## src/rtl/noc_pkg.sv

```systemverilog
// Shared constants and types for the NoC router output path.
//   DATA_WIDTH_DEF / NUM_VC_DEF : default flit width and VC count
//   STAT_W                      : width of the optional statistics counters
//   vc_idx_w()                  : bits needed to index a VC
//   out_state_e                 : output-register occupancy state
package noc_pkg;

  localparam int unsigned DATA_WIDTH_DEF = 32;
  localparam int unsigned NUM_VC_DEF     = 4;
  localparam int unsigned STAT_W         = 16;

  // A single VC still needs a 1-bit index field.
  function automatic int unsigned vc_idx_w(input int unsigned num_vc);
    return (num_vc > 1) ? $clog2(num_vc) : 1;
  endfunction

  localparam int unsigned VC_IDX_W_DEF = vc_idx_w(NUM_VC_DEF);

  typedef enum logic {
    StEmpty = 1'b0,
    StFull  = 1'b1
  } out_state_e;

endpackage

```

## src/rtl/rr_arbiter.sv

```systemverilog
// Combinational round-robin arbiter.
// Searches req starting at (ptr+1) mod NUM_VC upward with wrap and grants the first set bit.
// Ports:
//   req     in  NUM_VC  request vector
//   ptr     in  IDX_W   index of the last granted requester
//   gnt     out NUM_VC  one-hot grant (all zero when no request)
//   gnt_idx out IDX_W   binary index of the grant (0 when no request)
//   any_req out 1       at least one request present
module rr_arbiter
  import noc_pkg::*;
#(
  parameter int unsigned NUM_VC = NUM_VC_DEF,
  parameter int unsigned IDX_W  = vc_idx_w(NUM_VC)
) (
  input  logic [NUM_VC-1:0] req,
  input  logic [IDX_W-1:0]  ptr,
  output logic [NUM_VC-1:0] gnt,
  output logic [IDX_W-1:0]  gnt_idx,
  output logic              any_req
);

  logic [IDX_W-1:0] cand;
  logic             found;

  assign any_req = |req;

  // NUM_VC is a power of two, so IDX_W-bit addition wraps naturally. The last
  // candidate (i == NUM_VC) is ptr itself, giving it the lowest priority.
  always_comb begin
    gnt     = '0;
    gnt_idx = '0;
    cand    = '0;
    found   = 1'b0;
    for (int unsigned i = 1; i <= NUM_VC; i++) begin
      cand = ptr + IDX_W'(i);
      if (!found && req[cand]) begin
        found     = 1'b1;
        gnt_idx   = cand;
        gnt[cand] = 1'b1;
      end
    end
  end

endmodule

```

## src/rtl/vc_output_arbiter.sv

```systemverilog
// Round-robin scheduler sharing one router output link between NUM_VC VC FIFOs.
// Picks one non-empty VC per cycle, pops its head flit and registers it onto a
// valid/ready output. Optional statistics are enabled with the macro
// VC_OUTPUT_ARBITER_STATS_EN.
// Ports:
//   clk, rst     clock, synchronous active-high reset
//   arb_en       1 allows new grants; 0 freezes grants, a held flit still drains
//   vc_empty     per-VC FIFO empty flags
//   vc_rd_data   per-VC head flits, VC i at [i*DATA_WIDTH +: DATA_WIDTH]
//   vc_rd_en     one-hot pop strobe to the granted VC (combinational)
//   out_valid    output register holds a flit
//   out_data     registered flit
//   out_vc       VC index the registered flit came from
//   out_ready    downstream accepts the flit this cycle
//   stat_clr     (stats only) synchronous clear of all counters
//   stat_grants  (stats only) per-VC saturating grant counts, VC i at [i*16 +: 16]
//   stat_stall   (stats only) saturating count of out_valid & ~out_ready cycles
// The VC FIFOs must be reset together with this block: a flit held in the
// output register at reset is discarded.
module vc_output_arbiter
  import noc_pkg::*;
#(
  parameter int unsigned NUM_VC     = NUM_VC_DEF,
  parameter int unsigned DATA_WIDTH = DATA_WIDTH_DEF
) (
  input  logic                         clk,
  input  logic                         rst,
  input  logic                         arb_en,
  input  logic [NUM_VC-1:0]            vc_empty,
  input  logic [NUM_VC*DATA_WIDTH-1:0] vc_rd_data,
  output logic [NUM_VC-1:0]            vc_rd_en,
  output logic                         out_valid,
  output logic [DATA_WIDTH-1:0]        out_data,
  output logic [vc_idx_w(NUM_VC)-1:0]  out_vc,
  input  logic                         out_ready
`ifdef VC_OUTPUT_ARBITER_STATS_EN
  ,
  input  logic                         stat_clr,
  output logic [NUM_VC*STAT_W-1:0]     stat_grants,
  output logic [STAT_W-1:0]            stat_stall
`endif
);

  localparam int unsigned IDX_W = vc_idx_w(NUM_VC);

  out_state_e              state_q, state_d;
  logic [DATA_WIDTH-1:0]   data_q, data_d;
  logic [IDX_W-1:0]        vc_q, vc_d;
  logic [IDX_W-1:0]        ptr_q, ptr_d;

  logic [NUM_VC-1:0]       req;
  logic [NUM_VC-1:0]       gnt;
  logic [IDX_W-1:0]        gnt_idx;
  logic                    any_req;
  logic                    load;
  logic [DATA_WIDTH-1:0]   head_data;

  assign req = ~vc_empty;

  rr_arbiter #(
    .NUM_VC (NUM_VC),
    .IDX_W  (IDX_W)
  ) u_rr_arbiter (
    .req     (req),
    .ptr     (ptr_q),
    .gnt     (gnt),
    .gnt_idx (gnt_idx),
    .any_req (any_req)
  );

  assign out_valid = (state_q == StFull);
  assign out_data  = data_q;
  assign out_vc    = vc_q;

  // Gated by rst so nothing is popped from the FIFOs while both are being reset.
  assign load     = ~rst & arb_en & any_req & (~out_valid | out_ready);
  assign vc_rd_en = load ? gnt : '0;

  // One-hot AND-OR mux of the granted head flit.
  always_comb begin
    head_data = '0;
    for (int unsigned i = 0; i < NUM_VC; i++) begin
      head_data = head_data | ({DATA_WIDTH{gnt[i]}} & vc_rd_data[i*DATA_WIDTH +: DATA_WIDTH]);
    end
  end

  always_comb begin
    state_d = state_q;
    data_d  = data_q;
    vc_d    = vc_q;
    ptr_d   = ptr_q;
    if (load) begin
      // Covers both a load into an empty register and a back-to-back drain+load.
      state_d = StFull;
      data_d  = head_data;
      vc_d    = gnt_idx;
      ptr_d   = gnt_idx;
    end else if (out_valid && out_ready) begin
      state_d = StEmpty;
    end
  end

  always_ff @(posedge clk) begin
    if (rst) begin
      state_q <= StEmpty;
      data_q  <= '0;
      vc_q    <= '0;
      ptr_q   <= IDX_W'(NUM_VC - 1);
    end else begin
      state_q <= state_d;
      data_q  <= data_d;
      vc_q    <= vc_d;
      ptr_q   <= ptr_d;
    end
  end

`ifdef VC_OUTPUT_ARBITER_STATS_EN
  localparam logic [STAT_W-1:0] STAT_MAX = '1;

  logic [STAT_W-1:0] grant_cnt_q [NUM_VC];
  logic [STAT_W-1:0] stall_cnt_q;
  logic              stall;

  assign stall = out_valid & ~out_ready;

  // Clear wins over a same-cycle increment; counters stick at all-ones.
  always_ff @(posedge clk) begin
    if (rst || stat_clr) begin
      for (int unsigned i = 0; i < NUM_VC; i++) begin
        grant_cnt_q[i] <= '0;
      end
      stall_cnt_q <= '0;
    end else begin
      for (int unsigned i = 0; i < NUM_VC; i++) begin
        if (vc_rd_en[i] && (grant_cnt_q[i] != STAT_MAX)) begin
          grant_cnt_q[i] <= grant_cnt_q[i] + STAT_W'(1);
        end
      end
      if (stall && (stall_cnt_q != STAT_MAX)) begin
        stall_cnt_q <= stall_cnt_q + STAT_W'(1);
      end
    end
  end

  always_comb begin
    stat_grants = '0;
    for (int unsigned i = 0; i < NUM_VC; i++) begin
      stat_grants[i*STAT_W +: STAT_W] = grant_cnt_q[i];
    end
  end

  assign stat_stall = stall_cnt_q;
`endif

endmodule

```

## config.mk

```make
export PLATFORM = sky130hd
export DESIGN_NAME = vc_output_arbiter
export DESIGN_NICKNAME = d
export VERILOG_FILES = /design/src/rtl/noc_pkg.sv /design/src/rtl/rr_arbiter.sv /design/src/rtl/vc_output_arbiter.sv
export SDC_FILE = /design/constraint.sdc
export NUM_CORES = 1
export LEC_CHECK = 0
export ABC_AREA = 0
export BUFFER_PORTS_ARGS = -buffer_cell sky130_fd_sc_hd__buf_2
export CORE_UTILIZATION = 40
export DETAILED_ROUTE_END_ITERATION = 8
export HOLD_SLACK_MARGIN = 0.1
export PLACE_DENSITY = 0.75
export SYNTH_ARGS = -nofsm -noshare
export SYNTH_HDL_FRONTEND = slang
export SYNTH_SLANG_ARGS = --single-unit
```

## constraint.sdc

```tcl
create_clock -name clk -period 9.9 [get_ports clk]
set_clock_uncertainty 0.2 [all_clocks]
set_input_delay 0.495 -clock clk [delete_from_list [all_inputs] [get_ports clk]]
set_output_delay 0.495 -clock clk [all_outputs]
set_load 0.02 [all_outputs]
```

== After elaboration in Yosys (flattened, before gate mapping) ==
Index checks and enable logic that the tools add are counted.

* Flip-flop bits (word level): 37
* Input bits: 136
* Output and inout port bits: 39
* Word-level logic and storage cells: 75

* Add/sub/neg operators: 3
* Order comparisons: 8
* Muxes and demuxes: 30
* Bitwise operators: 17
* Reductions and logical operators: 13

{| class="wikitable"
|+ Operators by type and width
! operator !! count
|-
| $and A32 B32 Y32 || 4
|-
| $or A32 B32 Y32 || 3
|-
| $mux W4 || 5
|-
| $mux W1 || 13
|-
| $lt A2 B3 Y1 const B || 4
|-
| $or A4 B4 Y4 || 3
|-
| $bmux W1 S2 || 4
|-
| $demux W1 S2 || 4
|-
| $ge A2 B1 Y1 const B || 4
|-
| $logic_and A1 B1 Y1 || 8
|-
| $mux W2 || 4
|-
| $add A2 B2 Y2 const B || 2
|-
| $not A4 Y4 || 1
|-
| $reduce_or A4 Y1 || 1
|-
| $and A1 B1 Y1 || 3
|-
| $logic_not A1 Y1 || 3
|-
| $add A2 B1 Y2 const B || 1
|-
| $not A1 Y1 || 2
|-
| $reduce_bool A2 Y1 || 1
|-
| $or A1 B1 Y1 || 1
|}

== Logic depth before layout (Yosys ltp) ==
* Depth after elaboration: 17
* Depth in mapped cells: 15
* Gate-level depth less buffers: 8

== Modules after synthesis ==
Synthesis repeated with hierarchy kept, for this count alone.

* Cell total of the unflattened synthesis: 304
* Area total of the unflattened synthesis: 3037.9 um^2

{| class="wikitable"
|+ Modules (own cells, without submodules)
! module !! instances !! cells each !! area each (um^2) !! sequential area each (um^2)
|-
| vc_output_arbiter || 1 || 222 || 2407.3 || 740.7
|-
| rr_arbiter || 1 || 82 || 630.6 || 0.0
|}

== Worst setup path before layout ==
No wires, ideal clock.

* Kind: register to register
* From: reg ptr_q[0]
* To: reg data_q[26], in the netlist out_data[26]
* Setup time: 0.120 ns
* Arrival time: 3.533 ns
* Required time: 9.580 ns
* Path slack: 6.047 ns
* Stages on the path, launching flop included: 16
* Period minus slack after synthesis: 3.853 ns
* Cell sequence: dfxtp_1 buf_2 clkbuf_1 inv_1 ha_1 buf_6 mux4_2 buf_6 and2_4 buf_6 a221o_1 nor2b_4 buf_6 buf_6 a211o_1 a211o_1

* Word-level cells in the longest chain between the ends: 17
* Elaborated cells on any way between the ends: 54

{| class="wikitable"
|+ RTL lines
! item !! RTL line !! text
|-
| start: declaration || vc_output_arbiter.sv:49 || <nowiki>logic [IDX_W-1:0] ptr_q, ptr_d;</nowiki>
|-
| start signal: assignment || vc_output_arbiter.sv:108 || <nowiki>ptr_q <= IDX_W'(NUM_VC - 1);</nowiki>
|-
| start signal: assignment || vc_output_arbiter.sv:113 || <nowiki>ptr_q <= ptr_d;</nowiki>
|-
| branches (longest 12 deep; another with $lt A2 B3 Y1) || -- ||
|-
| $mux W4 * || rr_arbiter.sv:36 || <nowiki>if (!found && req[cand]) begin</nowiki>
|-
| $and A32 B32 Y32 || vc_output_arbiter.sv:83 || <nowiki>head_data = head_data | ({DATA_WIDTH{gnt[i]}} & vc_rd_data[i*DATA_WIDTH +: DATA_WIDTH]);</nowiki>
|-
| $or A32 B32 Y32 (2 in series) || vc_output_arbiter.sv:83 ||
|-
| $or A32 B32 Y32 * || vc_output_arbiter.sv:83 ||
|-
| end signal: assignment || vc_output_arbiter.sv:111 || <nowiki>data_q <= data_d;</nowiki>
|-
| end: declaration || vc_output_arbiter.sv:47 || <nowiki>logic [DATA_WIDTH-1:0] data_q, data_d;</nowiki>
|}

Mark *: on every way between the ends. The select of a mux whose other input is x is not followed.
A chain may end at the register's enable or synchronous reset.

== Final worst setup path ==
* From: reg ptr_q[0]
* To: reg data_q[5], in the netlist out_data[5]

The elaborated chain is that of the path after synthesis.

==> metrics <==
outcome finished clean; post-layout min period 4.291 ns; RSZ-0062 raised after global routing false; hold buffer count at CTS 0; IO Port Bufs 174; worst hold-check path type in2reg; Slowest cell on crit path dfxtp_1; Post-DP HPWL 10430 um; antenna viol nets, final 0; vias per inst 6.567; total congestion overflow 0; worst-margin pin slew 1.181 ns; Clock Tree Root clkbuf_8; First DRT Iteration DRCs 583; Power Total 0.8138 mW; Critical Path RT 9.89 ns; clk_lat worst skew 0.30 ns; FP Rows 35; mean post-synth cell area 7.159 um2; Initial Util 41.94%; Worst setup SP type flip-flop; Chip Height 101.1 um; WL final 15590 um; crit path kind reg2reg; Die X 101.1 um; first-pass GRT wire length 23880 um; slew margin rel. 21.04%; post-CTS setup buffers 0; drt pass-1 iters 6; Most used DFF post-synth dfxtp_1; post-cts gate resize count 0; CTS max path bufs 2; number of synthesized flops with an enable pin 0; syn nets 691; Max FO, Critical Path 23; Clock Pin Slew Worst Setup and Hold Paths 0.08 ns; crit-path cells inv_1 -> ha_1 -> mux4_2 -> and2_4 -> nand4_1 -> nor2_1 -> a211o_1 -> a211o_1; Leak 2.211 nW; # setup viols final 0; Layout fillers 924; Max Cap Violations 0; Fin. Hold Viols 0; vias 5339; most frequent cells in the layout 174 x buf_2, 65 x nand3_1, 53 x nor2_1; commonest non-fill, non-tap cell in the layout buf_2; asr flop ratio synth 0%; setup TNS 0 ns; clk sinks 37; synth warn 0; Max Slew Vio Count 0; most used cell along the critical path a211o_1; Syn Inst Count 549; CP max stage delay 0.87 ns; drc violations 0; I/O pins 175; multi-input logic area 2953 um2; largest net degree at the start of global routing 61; placer congestion estimate 0.8378; DR WL/cell 19.17 um; H-tree levels 2; area of the core 9371 um2; Layout area overhead 24.04%; synthesized area 3930 um2; die area 10230 um2; Pwr Density 166.9 nW/um2; Arr. time, crit path 4.29 ns; flops & latches, synth 37; Max Freq 0.2331 GHz; Final Cell Area 4875 um2; register area 740.7 um2; Netlist cell types 38; layout cells sized above 1 29.43%; placed cell areas 4782 um2; fin nets 825; TritonCTS buffer count 5; CP endpoint kind flip-flop; Global Route Usage Sum 29.35%; register area share after synthesis 18.85%; peak supply drop 72.62 uV; fin crit share 43.34%; CTS tree built; number of global-route vias before repair 5109; antenna violations before repair 1
-- kinds of logic (layout without fill, tap and decap cells) --
group / after synthesis / after routing / share of synthesized area, %
compound gates: 169 / 169 / 33.33
flops: 37 / 37 / 18.85
buf+inv: 58 / 192 / 6.622
fa+ha+maj: 6 / 6 / 1.910
simple gates: 268 / 268 / 35.12
mux: 11 / 11 / 4.171
other cells: 0 / 1 / 0
-- cell type report --
type | count | share of cell area, %
Multi-Input combinational cell | 454 | 60.57
Timing Repair Buffer | 178 | 18.48
Sequential cell | 37 | 15.20
Tap cell | 129 | 3.311
Clock buffer | 6 | 1.694
Inverter | 7 | 0.5390
Clock inverter | 1 | 0.1540
Antenna cell | 1 | 0.05133
-- worst max-delay path: cells and delay by family, from the launching register on --
kind / cells / cell delay [ns]
flip-flops: 1 / 0.87
AND/OR/NAND/NOR: 3 / 1.12
AO/OA/AOI/OAI: 2 / 0.55
adder cells (fa/ha/maj): 1 / 0.53
buffers and inverters: 1 / 0.26
multiplexers: 1 / 0.65
-- cell usage after synthesis, types with 12 or more instances --
master	count	area (um2)
nand2b_1	28	175.2
o21ai_0	23	115.1
a222oi_1	32	320.3
a311oi_1	21	183.9
nand2_1	44	165.2
nor2_1	56	210.2
dfxtp_1	37	740.7
nor3b_1	21	157.7
nand3_1	65	325.3
nand4_1	24	150.1
a211o_1	22	192.7
clkbuf_1	42	157.7
o31ai_1	32	240.2
a21oi_1	12	60.06
nor2b_1	23	143.9
-- flip-flops by register name, indices dropped and copies added (netlist names) --
name	cells
out_vc	2
out_data	32
out_valid	1
ptr_q	2
-- per-stage QoR --
step	hold slack [ns]	util, %	cells	worst slack (ns)
6_report	0.2274	52.02	813	5.609
5_1_grt	0.2439	52.02	813	5.302
4_1_cts	0.2269	51.99	812	5.670
3_5_place_dp	0.2489	51.03	805	5.670
3_3_place_gp	0.2464	51.03	805	5.844
2_1_floorplan	0.3304	-	549	6.047
-- path summary, 6_finish.rpt --
check,slack (ns),from,to,cells after the start
worst max-delay path,5.61,ptr_q[0],out_data[5],8
worst min-delay path,0.23,vc_rd_data[48],out_data[16],3
worst max register to register,5.61,ptr_q[0],out_data[5],8
worst min register to register,0.26,out_vc[0],out_vc[0],2
-- power by group --
group | switching [mW] | internal, mW
combinational | 0.283 | 0.169
clock | 0.0647 | 0.0553
sequential | 0.0492 | 0.193
-- metal layers --
metal  vias to the layer above  GRT usage (%)  routed length (um)
met3                        52          5.895                1799
met1                      2471          34.89                5923
li1                       2418              -                   -
met4                         0          15.50                 440
met5                         -              0                   0
met2                       398          49.87                7424
(Power assumes the default switching activity.)
